`src/rtl/wb_mem_responder_if.sv`:
```
// wb_mem_responder_if: pipelined Wishbone B4 bus bundle between a master and the memory responder.
interface wb_mem_responder_if;
    logic        wb_cyc_i;
    logic        wb_stb_i;
    logic        wb_stall_o;
    logic [15:0] wb_addr_i;
    logic        wb_we_i;
    logic [15:0] wb_dat_i;
    logic        wb_ack_o;
    logic [15:0] wb_data_o;
    modport slave (
        input  wb_cyc_i, wb_stb_i, wb_addr_i, wb_we_i, wb_dat_i,
        output wb_stall_o, wb_ack_o, wb_data_o
    );
    modport master (
        output wb_cyc_i, wb_stb_i, wb_addr_i, wb_we_i, wb_dat_i,
        input  wb_stall_o, wb_ack_o, wb_data_o
    );
endinterface

```
`src/rtl/wb_mem_responder.sv`:
```
// wb_mem_responder: pipelined Wishbone B4 16-bit RAM responder with fixed ack latency.
// Define WB_MEM_RANDOM_STALL_EN to enable LFSR-driven random stalls (at most 3 in a row).
module wb_mem_responder #(
    parameter int G_ADDR_BITS = 8,
    parameter int G_LATENCY   = 1
) (
    input logic                clk_i,
    input logic                rst_i,
    wb_mem_responder_if.slave  bus
);
    localparam int DEPTH = 2 ** G_ADDR_BITS;

    logic [15:0]            mem_q [DEPTH];
    logic [G_LATENCY-1:0]   vld_q, vld_d;
    logic [15:0]            dat_q [G_LATENCY];
    logic [15:0]            dat_d [G_LATENCY];
    logic [G_ADDR_BITS-1:0] idx;
    logic                   stall;
    logic                   accept;

    assign idx    = bus.wb_addr_i[G_ADDR_BITS-1:0];
    assign accept = bus.wb_cyc_i & bus.wb_stb_i & ~stall & ~rst_i;

    // Reads sample the array before this cycle's write lands.
    always_ff @(posedge clk_i)
        if (accept && bus.wb_we_i) mem_q[idx] <= bus.wb_dat_i;

    always_comb begin
        vld_d[0] = accept;
        dat_d[0] = (accept && !bus.wb_we_i) ? mem_q[idx] : 16'h0000;
        for (int i = 1; i < G_LATENCY; i++) begin
            vld_d[i] = vld_q[i-1];
            dat_d[i] = dat_q[i-1];
        end
        if (!bus.wb_cyc_i) begin
            vld_d = '0;
            dat_d = '{default: '0};
        end
    end

    always_ff @(posedge clk_i) begin
        if (rst_i) begin
            vld_q <= '0;
            dat_q <= '{default: '0};
        end else begin
            vld_q <= vld_d;
            dat_q <= dat_d;
        end
    end

    assign bus.wb_ack_o  = vld_q[G_LATENCY-1];
    assign bus.wb_data_o = dat_q[G_LATENCY-1];

`ifdef WB_MEM_RANDOM_STALL_EN
    logic [15:0] lfsr_q;
    logic [1:0]  run_q;
    logic        stall_q, stall_d;

    // run_q counts consecutive stalled cycles so the stall can be cut at three.
    assign stall_d = lfsr_q[0] & lfsr_q[5] & (run_q != 2'd3);

    always_ff @(posedge clk_i) begin
        if (rst_i) begin
            lfsr_q  <= 16'hACE1;
            run_q   <= 2'd0;
            stall_q <= 1'b0;
        end else begin
            lfsr_q  <= {lfsr_q[14:0], lfsr_q[15] ^ lfsr_q[13] ^ lfsr_q[12] ^ lfsr_q[10]};
            run_q   <= stall_d ? run_q + 2'd1 : 2'd0;
            stall_q <= stall_d;
        end
    end

    assign stall = stall_q;
`else
    assign stall = 1'b0;
`endif

    assign bus.wb_stall_o = stall;
endmodule

```
`src/flat_wrapper.sv`:
```
// flat-port wrapper written by rule: the top's interface ports become plain ports
module wb_mem_responder_flat 
#(
    parameter int G_ADDR_BITS = 8,
    parameter int G_LATENCY   = 1
)
  (clk_i, rst_i, bus_wb_cyc_i, bus_wb_stb_i, bus_wb_addr_i, bus_wb_we_i, bus_wb_dat_i, bus_wb_stall_o, bus_wb_ack_o, bus_wb_data_o);
  wb_mem_responder_if bus_i ();
  input logic clk_i;
  input logic rst_i;
  input wire logic [$bits(bus_i.wb_cyc_i)-1:0] bus_wb_cyc_i;
  input wire logic [$bits(bus_i.wb_stb_i)-1:0] bus_wb_stb_i;
  input wire logic [$bits(bus_i.wb_addr_i)-1:0] bus_wb_addr_i;
  input wire logic [$bits(bus_i.wb_we_i)-1:0] bus_wb_we_i;
  input wire logic [$bits(bus_i.wb_dat_i)-1:0] bus_wb_dat_i;
  output wire logic [$bits(bus_i.wb_stall_o)-1:0] bus_wb_stall_o;
  output wire logic [$bits(bus_i.wb_ack_o)-1:0] bus_wb_ack_o;
  output wire logic [$bits(bus_i.wb_data_o)-1:0] bus_wb_data_o;
  assign bus_i.wb_cyc_i = bus_wb_cyc_i;
  assign bus_i.wb_stb_i = bus_wb_stb_i;
  assign bus_i.wb_addr_i = bus_wb_addr_i;
  assign bus_i.wb_we_i = bus_wb_we_i;
  assign bus_i.wb_dat_i = bus_wb_dat_i;
  assign bus_wb_stall_o = bus_i.wb_stall_o;
  assign bus_wb_ack_o = bus_i.wb_ack_o;
  assign bus_wb_data_o = bus_i.wb_data_o;
  wb_mem_responder #(.G_ADDR_BITS(G_ADDR_BITS), .G_LATENCY(G_LATENCY)) u_core (.clk_i(clk_i), .rst_i(rst_i), .bus(bus_i));
endmodule
```
`config.mk`:
```
export PLATFORM = sky130hd
export DESIGN_NAME = wb_mem_responder_flat
export DESIGN_NICKNAME = d
export VERILOG_FILES = /design/src/rtl/wb_mem_responder_if.sv /design/src/rtl/wb_mem_responder.sv /design/src/flat_wrapper.sv
export SDC_FILE = /design/constraint.sdc
export NUM_CORES = 2
export LEC_CHECK = 0
export CAP_MARGIN = 30
export CORE_MARGIN = 2
export CORE_UTILIZATION = 63
export DETAILED_ROUTE_END_ITERATION = 10
export PLACE_DENSITY_LB_ADDON = 0.15
export SETUP_SLACK_MARGIN = 0.3
export SYNTH_ARGS = -nofsm -noshare
export SYNTH_HDL_FRONTEND = slang
export SYNTH_SLANG_ARGS = --single-unit
```
`constraint.sdc`:
```
create_clock -name clk_i -period 3.68 [get_ports clk_i]
set_input_delay 0.552 -clock clk_i [delete_from_list [all_inputs] [get_ports clk_i]]
set_output_delay 0.552 -clock clk_i [all_outputs]
set_load 0.05 [all_outputs]
```
Word level (Yosys, flattened, before mapping). Memories as Yosys holds them, arrays and structs flattened. A register that Yosys moved wholly into a read port is not among the register bits. Index checks and enable logic that the tools add are counted.

Register bits after elaboration: 1. RAM bits: 4096. Logic and storage cells: 14. Memories kept: 1.

Mux-type cells: 2. Bitwise logic cells: 5. Reduce and logical (&&, ||, !) cells: 5.

Memories: u_core.mem_q (words 256, width 16, read ports 1, clocked after memory_dff 1, write ports 1, RTL line wb_mem_responder.sv:13) `logic [15:0] mem_q [DEPTH];`.

Operators with widths (count): $not 1->1 (3); $reduce_or 3->1 (1); $and 1x1->1 (2); $logic_and 1x1->1 (2); $mux 1 (2); $reduce_or 2->1 (1); $logic_not 1->1 (1).

Logic depth before layout (Yosys ltp).
Depth after elaboration: 5. Gate-level depth with buffers: 12.

Least setup slack after synthesis. Ideal clock, no wire load.

Kind: input to register. Start point: input port bus_wb_addr_i[1]. End point: memory u_core.mem_q[184][0], enable pin. Library setup time: 0.388 ns. Data arrival time: 2.763 ns. Data required time: 3.292 ns. Setup slack: 0.528 ns. Cell stages on the path: 10. Path through: buf_6 buf_6 buf_6 buf_6 buf_6 buf_4 nor3b_2 nand2_1 clkbuf_1 nor2_1.

RTL lines: start, declared (RTL line flat_wrapper.sv:13) `input wire logic [$bits(bus_i.wb_addr_i)-1:0] bus_wb_addr_i;`; end, declared (RTL line wb_mem_responder.sv:13).

No word-level cell before the write port.

==> run metrics <==
r2r setup slk=0.88 ns; Worst-path clk slew=around 0.060 ns; Synth area leader=edfxtp_1; worst slack at placement=-0.589 ns; Yosys cell types=between 50 and 60; clock tree buffer depth=4; row count=183; Num CTS Buffers=411; status=completed; Yosys reg bits=4,113; CP required=4.50 ns; crit path capture type=flip-flop; # clock sinks=4,113; Die Y=505 um; setup bufs post-CTS=0; Setup CP Type=in2reg; slew of the pin with the lowest slew margin=1.13 ns; Async SR Flop Fraction=0; Worst Path Max Fanout=32; CP arrival=3.99 ns; vias per inst=about 6.7; Achievable Freq=0.316 GHz; mean post-synth cell area=20.2 um2; max incr delay on CP=0.51 ns; nets@finish=~8,700; synth top area cells=edfxtp_1 (78%), mux4_2 (7.8%), mux2i_1 (6.0%); power per cell area=532 nW/um2; Tmin final=3.17 ns; Synth warnings=0; full die area=255,000 um2; CP most frequent cell=buf_4; fill count=14,164; dpl hpwl=240,000 um; number of synthesized flops with an enable pin=approximately 4,100; Final Max Slew Viols=0; drt wl/cell=32.0 um; gr ovfl total=0; number of port buffers=45; core area=249,000 um2; sequential area share after synthesis=0.781; root buf cell=clkbuf_16; Final Hold Viols=0; worst min path class=in2reg; Remaining DRCs=0; most frequent cells after synthesis=edfxtp_1 (4,096), mux2i_1 (945), mux4_2 (544); Slew headroom=0.247; CP Launch Type=input pin; Vias=82,447; I/O pins=55; Final Cycle Share=0.860; Crit. Startpoint=bus_wb_addr_i[5]; synthesized instance count=approximately 7,800; max cap viols=0; slowest library cell on the worst path=o21ai_1; GP Congestion=between 0.9 and 1; Max H-tree Level=5; chip width=505 um; RSZ-0062 raised after global routing=no; largest net degree at the start of global routing=134; worst-path cell chain=clkdlybuf4s50_1 > buf_12 > nand4b_1 > buf_12 > buf_4 > o22ai_1 > nor4_1 > buf_4 > nand3_1 > o21ai_1 > buf_4 > and4_1 > buf_4 > o211ai_1; clock latency on the worst-skew pair=about 1.0 ns; worst reg2reg path depth=10; r2r startpoint=u_core.mem_q[78][10]; most common cell in the netlist=edfxtp_1; P&R area growth vs syn=14.9%; Mapped Nets=7,855; prevailing post-synth register cell=edfxtp_1; gr usage total=0.308; Setup Skew=0.0803 ns; worst vdd ir=~0.50 mV; vias in the first global route=between 80,000 and 90,000; RR Endpoint=u_core.bus.wb_data_o[10]; Worst Setup EP=u_core.bus.wb_data_o[9]; first drt pass iteration count=5; Routed Antenna Nets=0; leakage power total=between 60 and 70 nW; DRT iter0 DRCs=11,159; CTS tree=done; layout cells sized above 1=0.227; final WL=394,000 um; Starting Density=0.634; first-pass GRT wire length=567,000 um; cell area after layout=roughly 180,000 um2; Final WS setup=0.513 ns; Synth top area share=0.779; initial antenna violation count=9; DP Area=around 170,000 um2; setup violators final=0; cell area after synthesis=158,000 um2
## worst min-delay path by stage
| stage | startpoint | to | slack [ns] | cells past startpoint |
|---|---|---|---|---|
| floorplan | bus_wb_dat_i[0] | u_core.mem_q[0][0] | 0.65 | 0 |
| global placement | u_core.mem_q[146][2] | u_core.bus.wb_data_o[2] | 0.89 | 5 |
| detailed placement | u_core.mem_q[144][2] | u_core.bus.wb_data_o[2] | 0.91 | 5 |
| CTS | bus_wb_dat_i[4] | u_core.mem_q[53][4] | 0.002 | 1 |
| global route | bus_wb_dat_i[14] | u_core.mem_q[52][14] | 0.007 | 1 |
| finish | bus_wb_dat_i[14] | u_core.mem_q[52][14] | 0.005 | 1 |
## power by group
group	total (mW)	leakage [nW]	internal, mW	switching [mW]
Clock	40.7	6.35	23.6	17.0
Sequential	51.5	36.9	51.5	0.0186
Combinational	4.25	16.8	1.55	2.70
## placed cells by master (no fill, tap or decap), types with 5 or more instances in the layout
| cell type | synthesis | routed |
|---|---|---|
| nand2_1 | 161 | 154 |
| buf_8 | 1 | 18 |
| o21ai_0 | 123 | 121 |
| clkbuf_1 | 142 | 75 |
| o22ai_1 | 256 | 256 |
| clkinv_4 | 0 | 5 |
| nor4_1 | 64 | 64 |
| nor2_1 | 286 | 281 |
| a221oi_1 | 65 | 65 |
| edfxtp_1 | 4096 | 4096 |
| a22oi_1 | 153 | 153 |
| nor2_4 | 1 | 5 |
| bufinv_16 | 0 | 45 |
| o221ai_1 | 15 | 15 |
| clkdlybuf4s50_1 | 0 | 26 |
| o211ai_1 | 30 | 30 |
| clkinvlp_4 | 0 | 12 |
| nand2b_1 | 68 | 67 |
| buf_12 | 0 | 131 |
| clkinv_1 | 0 | 93 |
| nor2b_1 | 7 | 6 |
| diode_2 | 0 | 7 |
| mux4_2 | 544 | 544 |
| a21oi_1 | 82 | 82 |
| a32oi_1 | 15 | 15 |
| nand4_1 | 125 | 125 |
| mux2_2 | 15 | 15 |
| mux2i_1 | 945 | 945 |
| clkinv_2 | 0 | 69 |
| clkinv_8 | 0 | 6 |
| o21ai_1 | 19 | 21 |
| and4_1 | 16 | 16 |
| nand2_2 | 0 | 7 |
| nand3_1 | 137 | 137 |
| a221o_1 | 64 | 64 |
| nor3_2 | 0 | 6 |
| buf_4 | 53 | 736 |
| clkbuf_16 | 0 | 412 |
| dfxtp_1 | 17 | 17 |
## metrics by stage
step           utilization  hold slack [ns]  power [mW]  setup TNS (ns)  std cells
2_1_floorplan            -            0.651        54.6               0       7818
3_3_place_gp         0.676            0.887        56.6           -3.95      11596
3_5_place_dp         0.676            0.911        56.7           -3.45      11597
4_1_cts              0.729          0.00187        96.8               0      12326
5_1_grt              0.729          0.00676        98.8               0      12327
6_report             0.729          0.00510        96.5               0      12333
## registers in the layout, indices dropped and copies added (netlist names)
register / flops
u_core.bus.wb_data_o: 16
u_core.mem_q: 4096
u_core.bus.wb_ack_o: 1
## cell families (layout without fill, tap and decap cells)
kind of cell,count (synthesis),after routing,share of synthesized area
compound gates,831,831,0.0358
buf+inv,467,1645,0.0163
flops,4113,4113,0.781
mux,1504,1504,0.139
other cells,1,8,0.0000238
simple gates,902,902,0.0281
## cell type report
type	count	area (um2)	area share
Timing Repair Buffer	917	8750	0.0482
Multi-Input combinational cell	3238	32100	0.177
Antenna cell	7	17.5	0.0000965
Clock inverter	238	2440	0.0135
Inverter	3	11.3	0.0000621
Clock buffer	487	10600	0.0584
Tap cell	3330	4170	0.0230
Sequential cell	4113	123000	0.680
## metal layers
layer  global-route usage  share of wire
met1                0.445           0.38
met2                0.477           0.47
met3               0.0539          0.099
met4                0.123          0.045
met5                    0       0.000030
## critical path: cells and delay by family
kind	cells	cell delay, ns
compound gates	3	0.67
simple gates	4	0.89
buf+inv	7	1.78
## timing repair
item                       in CTS  in global routing
setup endpoints to repair       0                  2
hold buffers                    4                  0
resized for setup               0                  2
hold endpoints to repair       39                  0
Note: power is estimated with default switching activity, not from simulation.
